## src/rtl/sd_read_arbiter.sv

```systemverilog
// sd_read_arbiter: round-robin arbiter that shares one sd_card_reader between
// NUM_REQ sector-read requesters. It latches the winner's sector/count, pulses
// the reader's start, supervises the transfer with an idle timeout, and routes
// bytes plus a final done/error pulse back to the granted requester only.
module sd_read_arbiter #(
  parameter int NUM_REQ        = 4,
  parameter int TIMEOUT_CYCLES = 10_000_000
) (
  input  logic                       clk100mhz,
  input  logic                       rst,
  input  logic [NUM_REQ-1:0]         req_valid,
  input  logic [32*NUM_REQ-1:0]      req_sector,
  input  logic [8*NUM_REQ-1:0]       req_count,
  output logic [NUM_REQ-1:0]         req_ready,
  output logic [7:0]                 rsp_data,
  output logic [NUM_REQ-1:0]         rsp_valid,
  output logic [NUM_REQ-1:0]         rsp_done,
  output logic [NUM_REQ-1:0]         rsp_error,
  output logic                       rd_start,
  output logic [31:0]                rd_sector,
  output logic [7:0]                 rd_count,
  input  logic [7:0]                 rd_data,
  input  logic                       rd_valid,
  input  logic                       rd_busy,
  input  logic                       rd_error,
  output logic [$clog2(NUM_REQ)-1:0] grant_id,
  output logic                       active
);

  localparam int GW = $clog2(NUM_REQ);
  localparam int TW = $clog2(TIMEOUT_CYCLES + 1);
  localparam logic [NUM_REQ-1:0] ONE_HOT0 = NUM_REQ'(1);

  typedef enum logic [2:0] {IDLE, START, WAIT_BUSY, XFER, DRAIN, DONE} state_t;

  state_t              state;
  logic [GW-1:0]       last_grant;
  logic                err_flag;
  logic [16:0]         byte_cnt;
  logic [TW-1:0]       tmo_cnt;

  logic                pick_found;
  logic [GW-1:0]       pick_idx;
  logic [31:0]         pick_sector;
  logic [7:0]          pick_count;
  logic [NUM_REQ-1:0]  grant_oh;
  logic [16:0]         byte_cnt_nxt;
  logic [16:0]         byte_exp;
  logic                tmo_hit;

  // Requester examined k-th when the search starts just after base.
  function automatic int rr_index(input logic [GW-1:0] base, input int k);
    return (int'(base) + 1 + k) % NUM_REQ;
  endfunction

  assign grant_oh     = ONE_HOT0 << grant_id;
  assign byte_exp     = {rd_count, 9'd0};
  // Saturate so a runaway reader can never wrap back onto the expected total.
  assign byte_cnt_nxt = (rd_valid && (byte_cnt != '1)) ? byte_cnt + 17'd1 : byte_cnt;
  assign tmo_hit      = (tmo_cnt == TW'(TIMEOUT_CYCLES));

  // Round-robin pick: first valid requester searching upward from last_grant+1.
  always_comb begin
    pick_found  = 1'b0;
    pick_idx    = '0;
    pick_sector = '0;
    pick_count  = '0;
    for (int k = 0; k < NUM_REQ; k++) begin
      if (!pick_found && req_valid[rr_index(last_grant, k)]) begin
        pick_found  = 1'b1;
        pick_idx    = GW'(rr_index(last_grant, k));
        pick_sector = req_sector[rr_index(last_grant, k)*32 +: 32];
        pick_count  = req_count[rr_index(last_grant, k)*8 +: 8];
      end
    end
  end

  // Transfer FSM with registered outputs; pulses default low every cycle.
  always_ff @(posedge clk100mhz or posedge rst) begin
    if (rst) begin
      state      <= IDLE;
      last_grant <= GW'(NUM_REQ - 1);
      err_flag   <= 1'b0;
      byte_cnt   <= '0;
      tmo_cnt    <= '0;
      req_ready  <= '0;
      rsp_data   <= '0;
      rsp_valid  <= '0;
      rsp_done   <= '0;
      rsp_error  <= '0;
      rd_start   <= 1'b0;
      rd_sector  <= '0;
      rd_count   <= '0;
      grant_id   <= '0;
      active     <= 1'b0;
    end else begin
      req_ready <= '0;
      rsp_valid <= '0;
      rsp_done  <= '0;
      rsp_error <= '0;
      rd_start  <= 1'b0;
      case (state)
        IDLE: begin
          if (pick_found && !rd_busy) begin
            grant_id  <= pick_idx;
            rd_sector <= pick_sector;
            rd_count  <= pick_count;
            req_ready <= ONE_HOT0 << pick_idx;
            active    <= 1'b1;
            state     <= START;
          end
        end
        START: begin
          // A zero-block request never touches the reader; DRAIN completes it
          // as soon as the (already idle) reader reports not busy.
          if (rd_count == 8'd0) begin
            state <= DRAIN;
          end else begin
            rd_start <= 1'b1;
            tmo_cnt  <= '0;
            state    <= WAIT_BUSY;
          end
        end
        WAIT_BUSY: begin
          if (rd_busy) begin
            tmo_cnt <= '0;
            state   <= XFER;
          end else if (tmo_hit) begin
            err_flag  <= 1'b1;
            rsp_error <= grant_oh;
            state     <= DONE;
          end else begin
            tmo_cnt <= tmo_cnt + 1'b1;
          end
        end
        XFER: begin
          byte_cnt <= byte_cnt_nxt;
          if (rd_valid) begin
            rsp_data  <= rd_data;
            rsp_valid <= grant_oh;
          end
          // Reader error outranks a simultaneous end of busy.
          if (rd_error) begin
            err_flag <= 1'b1;
            if (!rd_busy) begin
              rsp_error <= grant_oh;
              state     <= DONE;
            end else begin
              state <= DRAIN;
            end
          end else if (!rd_busy) begin
            // The count check includes a byte arriving in this same cycle.
            if (err_flag || (byte_cnt_nxt != byte_exp)) begin
              err_flag  <= 1'b1;
              rsp_error <= grant_oh;
            end else begin
              rsp_done <= grant_oh;
            end
            state <= DONE;
          end else if (rd_valid) begin
            tmo_cnt <= '0;
          end else if (tmo_hit) begin
            err_flag <= 1'b1;
            state    <= DRAIN;
          end else begin
            tmo_cnt <= tmo_cnt + 1'b1;
          end
        end
        DRAIN: begin
          byte_cnt <= byte_cnt_nxt;
          if (!rd_busy) begin
            if (err_flag) rsp_error <= grant_oh;
            else          rsp_done  <= grant_oh;
            state <= DONE;
          end
        end
        DONE: begin
          last_grant <= grant_id;
          err_flag   <= 1'b0;
          byte_cnt   <= '0;
          tmo_cnt    <= '0;
          active     <= 1'b0;
          state      <= IDLE;
        end
        default: state <= IDLE;
      endcase
    end
  end

endmodule

```

## config.mk

```make
export PLATFORM = sky130hd
export DESIGN_NAME = sd_read_arbiter
export DESIGN_NICKNAME = d
export VERILOG_FILES = /design/src/rtl/sd_read_arbiter.sv
export SDC_FILE = /design/constraint.sdc
export NUM_CORES = 1
export LEC_CHECK = 0
export CORE_ASPECT_RATIO = 0.9
export CORE_UTILIZATION = 40
export CTS_CLUSTER_DIAMETER = 40
export DETAILED_ROUTE_END_ITERATION = 8
export GPL_ROUTABILITY_DRIVEN = 0
export PLACE_DENSITY = 0.74
export SLEW_MARGIN = 20
export SYNTH_ARGS = -nofsm -noshare
export SYNTH_HDL_FRONTEND = slang
export SYNTH_SLANG_ARGS = --single-unit
```

## constraint.sdc

```tcl
create_clock -name clk100mhz -period 4.45 [get_ports clk100mhz]
set_clock_uncertainty 0.15 [all_clocks]
set_input_delay 0.89 -clock clk100mhz [delete_from_list [all_inputs] [get_ports clk100mhz]]
set_output_delay 0.89 -clock clk100mhz [all_outputs]
set_load 0.01 [all_outputs]
```

# After elaboration in Yosys (flattened, before gate mapping)
# Cells that the tools add are included.
totals:
  reg_bits: 115
  latchBits: 0
  mem_bits_rw: 0
  romBits: 0
  input_bits: 177
  out_inout_bits: 68
  memories: 0
op_classes:
  add_sub_neg: 6
  n_mul: 0
  div: 0
  order_cmp: 4
  n_eq_ne: 18
  shifts: 10
  mux: 78
  bitwise: 4
  n_reduce_logical: 27
ops:
  columns: ["cell", "n"]
  rows:
  - ["variable part select 128 x 8 -> 32 bit", 4]
  - ["two-way mux 24 bit", 6]
  - ["two-way mux 32 bit", 4]
  - ["variable part select 32 x 6 -> 8 bit", 4]
  - ["one-hot mux 24 bit (4 select lines)", 1]
  - ["two-way mux 4 bit", 17]
  - ["one-hot mux 17 bit (2 select lines)", 1]
  - ["two-way mux 8 bit", 4]
  - ["two-way mux 3 bit", 9]
  - ["adder 24 x 1 -> 24 bit, second input constant", 1]
  - ["== test 24 bit, second input constant", 1]
  - ["two-way mux 1 bit", 22]
  - ["adder 17 x 1 -> 17 bit, second input constant", 1]
  - ["two-way mux 17 bit", 1]
  - ["!= test 17 bit", 1]
  - ["!= test 17 bit, second input constant", 1]
  - ["< comparator 3 x 4 -> 1 bit, second input constant", 4]
  - ["one-hot mux 3 bit (5 select lines)", 1]
  - ["!= test 2 bit, second input constant", 6]
  - ["!= test 4 bit, second input constant", 3]
  - ["one-hot mux 4 bit (3 select lines)", 1]
  - ["OR reduction 2 bit", 5]
  - ["binary-select mux 1 bit (select 2 bit)", 4]
  - ["zero test 8 bit", 1]
  - ["22 further kinds", 44]

# Depth between registers and ports, before layout
# Gate-level depths: netlist of run 1.
logic_depth:
  ltp_word: 19
  mapped_depth: 12
  ltp_nobuf: 11

# Worst setup path after synthesis of run 1
# No wires, ideal clock.
synth_path:
  path_kind: "register to register"
  from: "register byte_cnt[3]"
  to: "register err_flag"
  arrival_time_ns: 2.890
  setup_slack_ns: 1.288
  stages_incl_launch_ff: 13
  synth_period_minus_slack_ns: 3.162
  path_cell_list: "dfrtp_1 > buf_2 > and4_1 > nand3_1 > nor2_1 > ha_1 > nand4b_2 > or4b_1 > a2111oi_0 > o2111ai_1 > nor4_2 > nand2_1 > a32o_1"
synth_via:
  elab_chain_len: 7
  elab_cells_between_ends: 8
  cone_classes: "1 x add/sub; 3 x eq/ne; 1 x mux; 3 x reduce/logical"
synth_rtl:
  columns: ["item", "line", "rtl"]
  rows:
  - ["start, declared", "39", "logic [16:0] byte_cnt;"]
  - ["start signal, assigned", "137", "byte_cnt <= byte_cnt_nxt;"]
  - ["start signal, assigned", "170", "byte_cnt <= byte_cnt_nxt;"]
  - ["parallel branches: the longest is 2 deep, another holds adder 17 x 1 -> 17 bit", null, null]
  - ["two-way mux 17 bit (*)", "59", "assign byte_cnt_nxt = (rd_valid && (byte_cnt != '1)) ? byte_cnt + 17'd1 : byte_cnt;"]
  - ["!= test 17 bit (*)", "153", "if (err_flag || (byte_cnt_nxt != byte_exp)) begin"]
  - ["logical OR 1 bit (*)", "153", null]
  - ["!= test 4 bit (no line) (*)", null, null]
  - ["AND reduction 4 bit (no line) (*)", null, null]
  - ["end signal, assigned", "154", "err_flag <= 1'b1;"]
  - ["end signal, assigned", "163", "err_flag <= 1'b1;"]
  - ["end signal, assigned", "179", "err_flag <= 1'b0;"]
  - ["end, declared", "38", "logic err_flag;"]
# Mark *: on every way between the ends.
# A chain may end at the register's enable or synchronous reset.

# Final worst setup path of run 1
layout_path:
  from: "register byte_cnt[6]"
  to: "register err_flag"
# The elaborated chain is that of the path after synthesis.

==> results of run 1 <==
[cell type report]
class | count | share of cell area [%]
antenna | 3 | 0.0580
timing repair buffer | 260 | 20.0
sequential | 115 | 22.3
clock inverter | 10 | 1.93
clock buffer | 22 | 3.59
tap | 302 | 2.92
multi-input combinational | 984 | 48.7
inverter | 16 | 0.483
[logic make-up (layout without fill, tap and decap cells)]
kind of cell,count (synthesis),count (layout)
xor gates and xnor gates,35,35
and+or+nand+nor,404,404
muxes,172,172
AOI/OAI and AO/OA,369,369
adders and majority gates,4,4
DFF,115,115
buffers and inverters,113,308
other,0,3
[power breakdown]
| part | switching [mW] | total [mW] | leakage [nW] | internal, mW |
|---|---|---|---|---|
| Clock | 0.500 | 1.69 | 0.348 | 1.19 |
| Combinational | 2.56 | 4.68 | 3.26 | 2.13 |
| Sequential | 0.373 | 1.74 | 1.45 | 1.37 |
| Total | 3.43 | 8.11 | 5.05 | 4.68 |
[sequential cells by signal, summed over array words and instances, names as in the netlist, 3 cells and up]
name / cells
req_ready: 4
rd_sector: 32
rsp_data: 8
tmo_cnt: 24
rsp_done: 4
state: 3
rd_count: 8
rsp_error: 4
byte_cnt: 17
rsp_valid: 4
[cell usage in the layout, fill, tap and decap left out, types with 4 or more instances in the layout]
cell and n:
a31oi_1 7, nand2b_1 5, xor2_1 23, nor2b_1 5
nor2_1 144, xnor2_1 12, buf_4 13, mux2i_1 81
mux2_2 88, o31ai_1 6, a21oi_1 133, o211ai_1 40
ha_1 4, and3_1 4, inv_1 15, bufinv_16 8
nand3_1 24, nor3_1 14, or4_1 4, clkbuf_16 17
nand4_1 12, clkdlybuf4s50_1 244, o41ai_1 5, o21ai_0 108
nand2_1 157, dfrtp_1 113, nor4_1 4, nor3b_1 4
o221ai_1 40
[per-layer routing]
metal | vias up | track usage (%)
met5 | - | 0
met2 | 357 | 40.1
met1 | 4682 | 30.4
li1 | 4814 | -
met3 | 47 | 7.48
met4 | 0 | 9.17
[final timing paths]
path / to / slack, ps / cells after the start
hold / removal: rsp_data[7]$_DFFE_PP0P_ / 350 / 1
hold reg to reg: rsp_data[7]$_DFFE_PP0P_ / 350 / 1
setup / recovery: err_flag$_DFFE_PP0P_ / 390 / 11
min in group asynchronous: rsp_data[7]$_DFFE_PP0P_ / 840 / 2
setup reg to reg: err_flag$_DFFE_PP0P_ / 390 / 11
max in group asynchronous: last_grant[1]$_DFFE_PP1P_ / 2440 / 3
[cells in the mapped netlist (5+ instances only)]
cell type | count | share of area, %
o31ai_1 | 6 | 0.47
nor2b_1 | 5 | 0.33
nor2_1 | 144 | 5.6
nor3_1 | 14 | 0.73
mux2_2 | 88 | 10
and3_1 | 5 | 0.33
xor2_1 | 23 | 2.1
nand3_1 | 24 | 1.3
buf_2 | 12 | 0.63
dfrtp_1 | 113 | 30
o211ai_1 | 40 | 3.1
clkbuf_1 | 77 | 3.0
a21oi_1 | 135 | 7.0
buf_1 | 7 | 0.27
xnor2_1 | 12 | 1.1
a31oi_1 | 7 | 0.46
o221ai_1 | 40 | 3.7
nand2b_1 | 5 | 0.33
o21ai_0 | 108 | 5.6
nand4_1 | 12 | 0.78
mux2i_1 | 81 | 8.5
o41ai_1 | 5 | 0.46
inv_1 | 16 | 0.63
nand2_1 | 157 | 6.1
[metrics by stage]
step	setup slack (ps)	std cells	cell area [µm²]	hold WS, ps	utilization (%)
after global routing	130	1711	12900	367	55.3
after floorplan	369	1212	9580	338	-
after CTS	601	1709	12900	355	55.2
final	389	1712	12900	353	55.3
after detailed placement	558	1677	12200	341	52.2
after global placement	600	1677	12200	337	52.2
==> run summary, run 1 <==
outcome = completed
total CTS buffers = 17
min cycle time layout = 4060 ps
RR Startpoint = byte_cnt[6]$_DFFE_PP0P_
Max Used Layer = met4
cts hold-fix bufs = 0
max-cap viol count = 0
Routed Antenna Nets = 0
Slowest Stage Delay on Critical Path = 670 ps
Initial Util = 40.9%
clock sinks = 115
setup tns final = 0 ps
core area = 23400 µm²
Seq/Total Area, Yosys = 30.1%
first-pass GRT wire length = 47.7 mm
actual transition at the worst max-transition pin = 1110 ps
Overflow after GRT = 0
CTS root buffer = clkbuf_16
initial antenna violation count = 4
Crit. End Element = register
# rows = 53
nets = 1575
VDD IR-drop max = 0.405 mV
total power = 8.11 mW
Pwr Density = 627 nW/µm²
FFs w/ async S/R, synth = 100%
Fmax achieved = 246 MHz
Area Growth Syn to Fin = 35.0%
Static Leak = 5.05 nW
CP startpoint = byte_cnt[6]$_DFFE_PP0P_
Worst setup SP type = register
critical path class = reg2reg
post-synthesis adder-cell area fraction = 0.522%
Fin. Hold Viols = 0
H-tree Lvls = 4
Buf/Inv on CP = 0
fillers = 2111
CTS tree = yes
crit path DAT = 4210 ps
Max clock buf depth = 2
Iteration-0 DRC Markers = 897
crit-path max FO = 13
Die Y-Extent = 149 µm
Slowest-stage cell, CP = a2111oi_0
worst-path cell chain = nand4_1 -> or4_4 -> nor2_1 -> ha_1 -> nand4b_2 -> o21ai_0 -> a2111oi_0 -> o2111ai_1 -> nor4_2 -> nand2_1 -> a32o_1
final setup vio count = 0
Total Wirelength = 29.8 mm
DR vias/cell = 5.78
Main synth FF type = dfrtp_1
share of post-route cells with drive strength above 1 = 11.0%
worst hold path class = reg2reg
main combinational cell family by area after synthesis = compound AO/OA/AOI/OAI gates
TritonRoute pass-1 iters = 8
Gate Count Post-Synth = 1212
min-delay src = rsp_data[7]$_DFFE_PP0P_
# IOs = 245
DIE WIDTH = 165 µm
Setup Buffers After CTS = 0
gr usage total = 24.6%
post-synthesis xor/xnor area fraction = 3.20%
Buffers on Ports = 244
Seq. cell area = 2890 µm²
Crit path max-delay family = simple AND/OR/NAND/NOR gates
worst skew pair latency = 420 ps
Via Count = 9900
routed length on met1 = 12.6 mm
Post-CTS Resized = 0
Final Cycle Share = 91.3%
Req. time, crit path = 4600 ps
multi-input logic area = 6300 µm²
DIE AREA = 24600 µm²
Routed WL per cell = 17.4 µm
Yosys warning count = 0
Post-synth EDFFs = 0
compound-cell area share of the yosys netlist = 23.3%
RSZ-0062 raised after global routing = no
vias in the first global route = 9460
Residual DRC = 0
Simple-Gate Fraction of Synth Area = 18.8%
CTS clk-pin slew, worst paths = 50 ps
met3 WL post-DR = 2.49 mm
syn nets = 1393
fin. max-slew vios = 0
mux contribution to synthesized area = 19.5%
largest net degree at the start of global routing = 145
DP Wirelength = 21.2 mm
Cell Area, Synth = 9580 µm²
Rel. slew slack = 25.7%
Synth Area per Inst = 7.91 µm²
met2 WL = 14.0 mm
flops & latches, synth = 115
synth unique cells = 62
No activity file was read; power rests on OpenSTA's default activity.
==> run 2, diff against run 1 <==
--- a/config.mk
+++ b/config.mk
@@ -5,12 +5,13 @@
 export SDC_FILE = /design/constraint.sdc
 export NUM_CORES = 1
 export LEC_CHECK = 0
+export ABC_AREA = 1
 export CORE_ASPECT_RATIO = 0.9
 export CORE_UTILIZATION = 40
 export CTS_CLUSTER_DIAMETER = 40
 export DETAILED_ROUTE_END_ITERATION = 8
 export GPL_ROUTABILITY_DRIVEN = 0
-export PLACE_DENSITY = 0.74
+export PLACE_DENSITY_LB_ADDON = 0.2
 export SLEW_MARGIN = 20
 export SYNTH_ARGS = -nofsm -noshare
 export SYNTH_HDL_FRONTEND = slang
==> run summary, run 2 <==
outcome = completed
Via Count = 12200 (+23%)
VDD IR-drop max = 0.529 mV (+31%)
Synth Area per Inst = 5.72 µm² (-28%)
crit-path max FO = 7 (-6)
Area Growth Syn to Fin = 30.1%
Yosys warning count = 0 (unchanged)
gr usage total = 25.8% (+1.2 points)
final setup vio count = 0 (unchanged)
worst skew pair latency = 430 ps (about the same)
TritonRoute pass-1 iters = 6 (-2)
placed cells = 2323 (+39%)
Synth top cells by count = nand2_1, o21ai_0, nor2_1
actual transition at the worst max-transition pin = 885 ps (-229 ps)
non-filler cells, final = 2354 (+38%)
Slowest Stage Delay on Critical Path = 450 ps (-220 ps)
critical path class = reg2reg
DR vias/cell = 5.16 (-11%)
Worst setup SP type = register
clock sinks = 115 (unchanged)
Rel. slew slack = 41.0% (+15 points)
Static Leak = 6.27 nW (+24%)
CTS clk-pin slew, worst paths = 60 ps (about the same)
FFs w/ async S/R, synth = 100% (unchanged)
# IOs = 245 (unchanged)
nets = 2181 (+38%)
Most flops, register = rd_sector
Gate Count Post-Synth = 1823 (+50%)
min cycle time layout = 3530 ps (-530 ps)
Post-CTS Resized = 0 (unchanged)
Slowest-stage cell, CP = nor2_1
post-synth top area share = 27.1% (-2.4 points)
multi-input logic area = 6440 µm² (+2.2%)
DP Wirelength = 24.5 mm (+16%)
share of post-route cells with drive strength above 1 = 4.32% (-6.7 points)
# rows = 55 (+3.8%)
first-pass GRT wire length = 54.4 mm (+14%)
critical path's most frequent cell = nand2_1
Main synth FF type = dfrtp_1
setup tns final = 0 ps (unchanged)
Seq. cell area = 2880 µm² (-0.13%)
commonest non-fill, non-tap cells in the layout = nand2_1, o21ai_0, clkdlybuf4s50_1, nor2_1, inv_1
Routed Antenna Nets = 0 (unchanged)
Final Cycle Share = 79.3% (-12 points)
Synth area leaders = dfrtp_1, nand2_1, o21ai_0
post-synth top area cell = dfrtp_1
Initial Util = 41.1% (+0.11 points)
commonest non-fill, non-tap cell in the layout = nand2_1
Iteration-0 DRC Markers = 921 (+2.7%)
Buffers on Ports = 244 (unchanged)
Max clock buf depth = 2 (unchanged)
syn nets = 2004 (+44%)
DIE AREA = 26700 µm² (+8.7%)
largest net degree at the start of global routing = 149 (+2.8%)
Pwr Density = 651 nW/µm² (+3.9%)
Seq/Total Area, Yosys = 27.6% (-2.4 points)
Total Wirelength = 34.3 mm (+15%)
Crit. End Element = register
RSZ-0062 raised after global routing = no
CP Depth = 18 (+7)
max FFs per register = 32 (unchanged)
worst-path cell chain = ha_1 -> nand2_1 -> nor2_1 -> nand3_1 -> nor2_1 -> ha_1 -> inv_1 -> nand2_1 -> nor2_4 -> nand2_1 -> o21ai_0 -> nand2_1 -> xor2_1 -> nand2_1 -> nor2_1 -> nand3_2 -> nand3_1 -> nand2_1
crit path DAT = 3690 ps (-520 ps)
Fmax achieved = 283 MHz (+15%)
Crit path max-delay family = simple AND/OR/NAND/NOR gates
Largest regs = rd_sector: 32 flops, tmo_cnt: 24 flops, byte_cnt: 17 flops
flops & latches, synth = 115 (unchanged)
Req. time, crit path = 4610 ps (about the same)
CTS tree = yes
Antenna Cells = 0 (-3)
Overflow after GRT = 0 (unchanged)
worst r2r path cells = 18 (+7)
Buf/Inv on CP = 1 (+1)
synth unique cells = 43 (-31%)
H-tree Lvls = 4 (unchanged)
core area = 25400 µm² (+8.5%)
Setup Buffers After CTS = 0 (unchanged)
Routed WL per cell = 14.6 µm (-16%)
Cell Area, Synth = 10400 µm² (+8.8%)
Die Y-Extent = 155 µm (+4.2%)
final instance area = 13600 µm² (+4.8%)
cts hold-fix bufs = 0 (unchanged)
vias in the first global route = 11000 (+16%)
fin. max-slew vios = 0 (unchanged)
fillers = 2597 (+23%)
DIE WIDTH = 172 µm (+4.2%)
Fin. Hold Viols = 0 (unchanged)
total CTS buffers = 17 (unchanged)
Hold Path Depth = 2 (+1)
Residual DRC = 0 (unchanged)
count leader, synth = nand2_1
max-cap viol count = 0 (unchanged)
Placed Area = 13000 µm² (+6.2%)
worst hold path class = reg2reg
CTS root buffer = clkbuf_16
initial antenna violation count = 3 (-1)
Post-synth EDFFs = 0 (unchanged)
## run 2: cell types whose count changed after synthesis, moves of 32 or more
cell      delta
a21oi_1    -119
inv_1      +138
mux2_2      -80
mux2i_1     -78
nand2_1    +538
nand4_1     +44
nor2_1      +83
o211ai_1    -36
o21ai_0    +139
o21ai_1     +32
o221ai_1    -40
## run 2: layout make-up
type / count / area share, %
clock inverters: 11 / 0.951
flip-flops and latches: 115 / 21.3
inverters: 169 / 4.70
multi-input cells: 1436 / 47.5
repair buffers: 261 / 19.1
clock buffers: 20 / 3.37
well taps: 342 / 3.16
## run 2: worst paths after layout
| check | start | slack [ps] | end |
|---|---|---|---|
| setup / recovery | byte_cnt[0]$_DFFE_PP0P_ | 920 | err_flag$_DFFE_PP0P_ |
| hold / removal | rd_sector[24]$_DFFE_PP0P_ | 330 | rd_sector[24]$_DFFE_PP0P_ |
| setup reg to reg | byte_cnt[0]$_DFFE_PP0P_ | 920 | err_flag$_DFFE_PP0P_ |
| hold reg to reg | rd_sector[24]$_DFFE_PP0P_ | 330 | rd_sector[24]$_DFFE_PP0P_ |
| max in group asynchronous | rst | 2580 | byte_cnt[2]$_DFFE_PP0P_ |
| min in group asynchronous | rst | 750 | rd_sector[2]$_DFFE_PP0P_ |
## run 2: power breakdown
group          switching (mW)  leakage (nW)  total (mW)  internal, mW
Combinational            3.62          4.47        5.65          2.04
Sequential              0.400          1.51        1.80          1.40
Clock                   0.527         0.283        1.38         0.854
## run 2: kinds of logic after synthesis
group / synth area share [%]
simple gates: 41.5
compound gates: 16.1
buf+inv: 10.8
flops: 27.6
xor+xnor: 2.32
mux: 1.15
fa+ha+maj: 0.480
## run 2: metrics by stage
stage                     hold WS (ps)  util, %  worst slack (ps)  power (mW)
after floorplan                    292        -               369        5.72
after global placement             310     51.1               873        7.30
after detailed placement           318     51.1               816        7.40
after CTS                          334     53.4              1030        8.82
after global routing               364     53.4               584        9.64
final                              328     53.4               919        8.83
## run 2: worst register-to-register path, stage by stage (launching register included)
cell     delay (ps)
dfrtp_1         400
ha_1            230
nand2_1         100
nor2_1          450
nand3_1         130
nor2_1          150
ha_1            230
inv_1           100
nand2_1         220
nor2_4          100
nand2_1         120
o21ai_0          80
nand2_1         110
xor2_1          150
nand2_1          60
nor2_1          250
nand3_2         220
nand3_1         120
nand2_1          50
## run 2: routing by layer
| metal | GRT usage (%) | up-vias | routed length (µm) |
|---|---|---|---|
| met2 | 42.0 | 523 | 15900 |
| met3 | 5.14 | 73 | 2760 |
| li1 | - | 6158 | - |
| met1 | 33.5 | 5397 | 14800 |
| met4 | 9.65 | 4 | 886 |
| met5 | 0 | - | 25 |
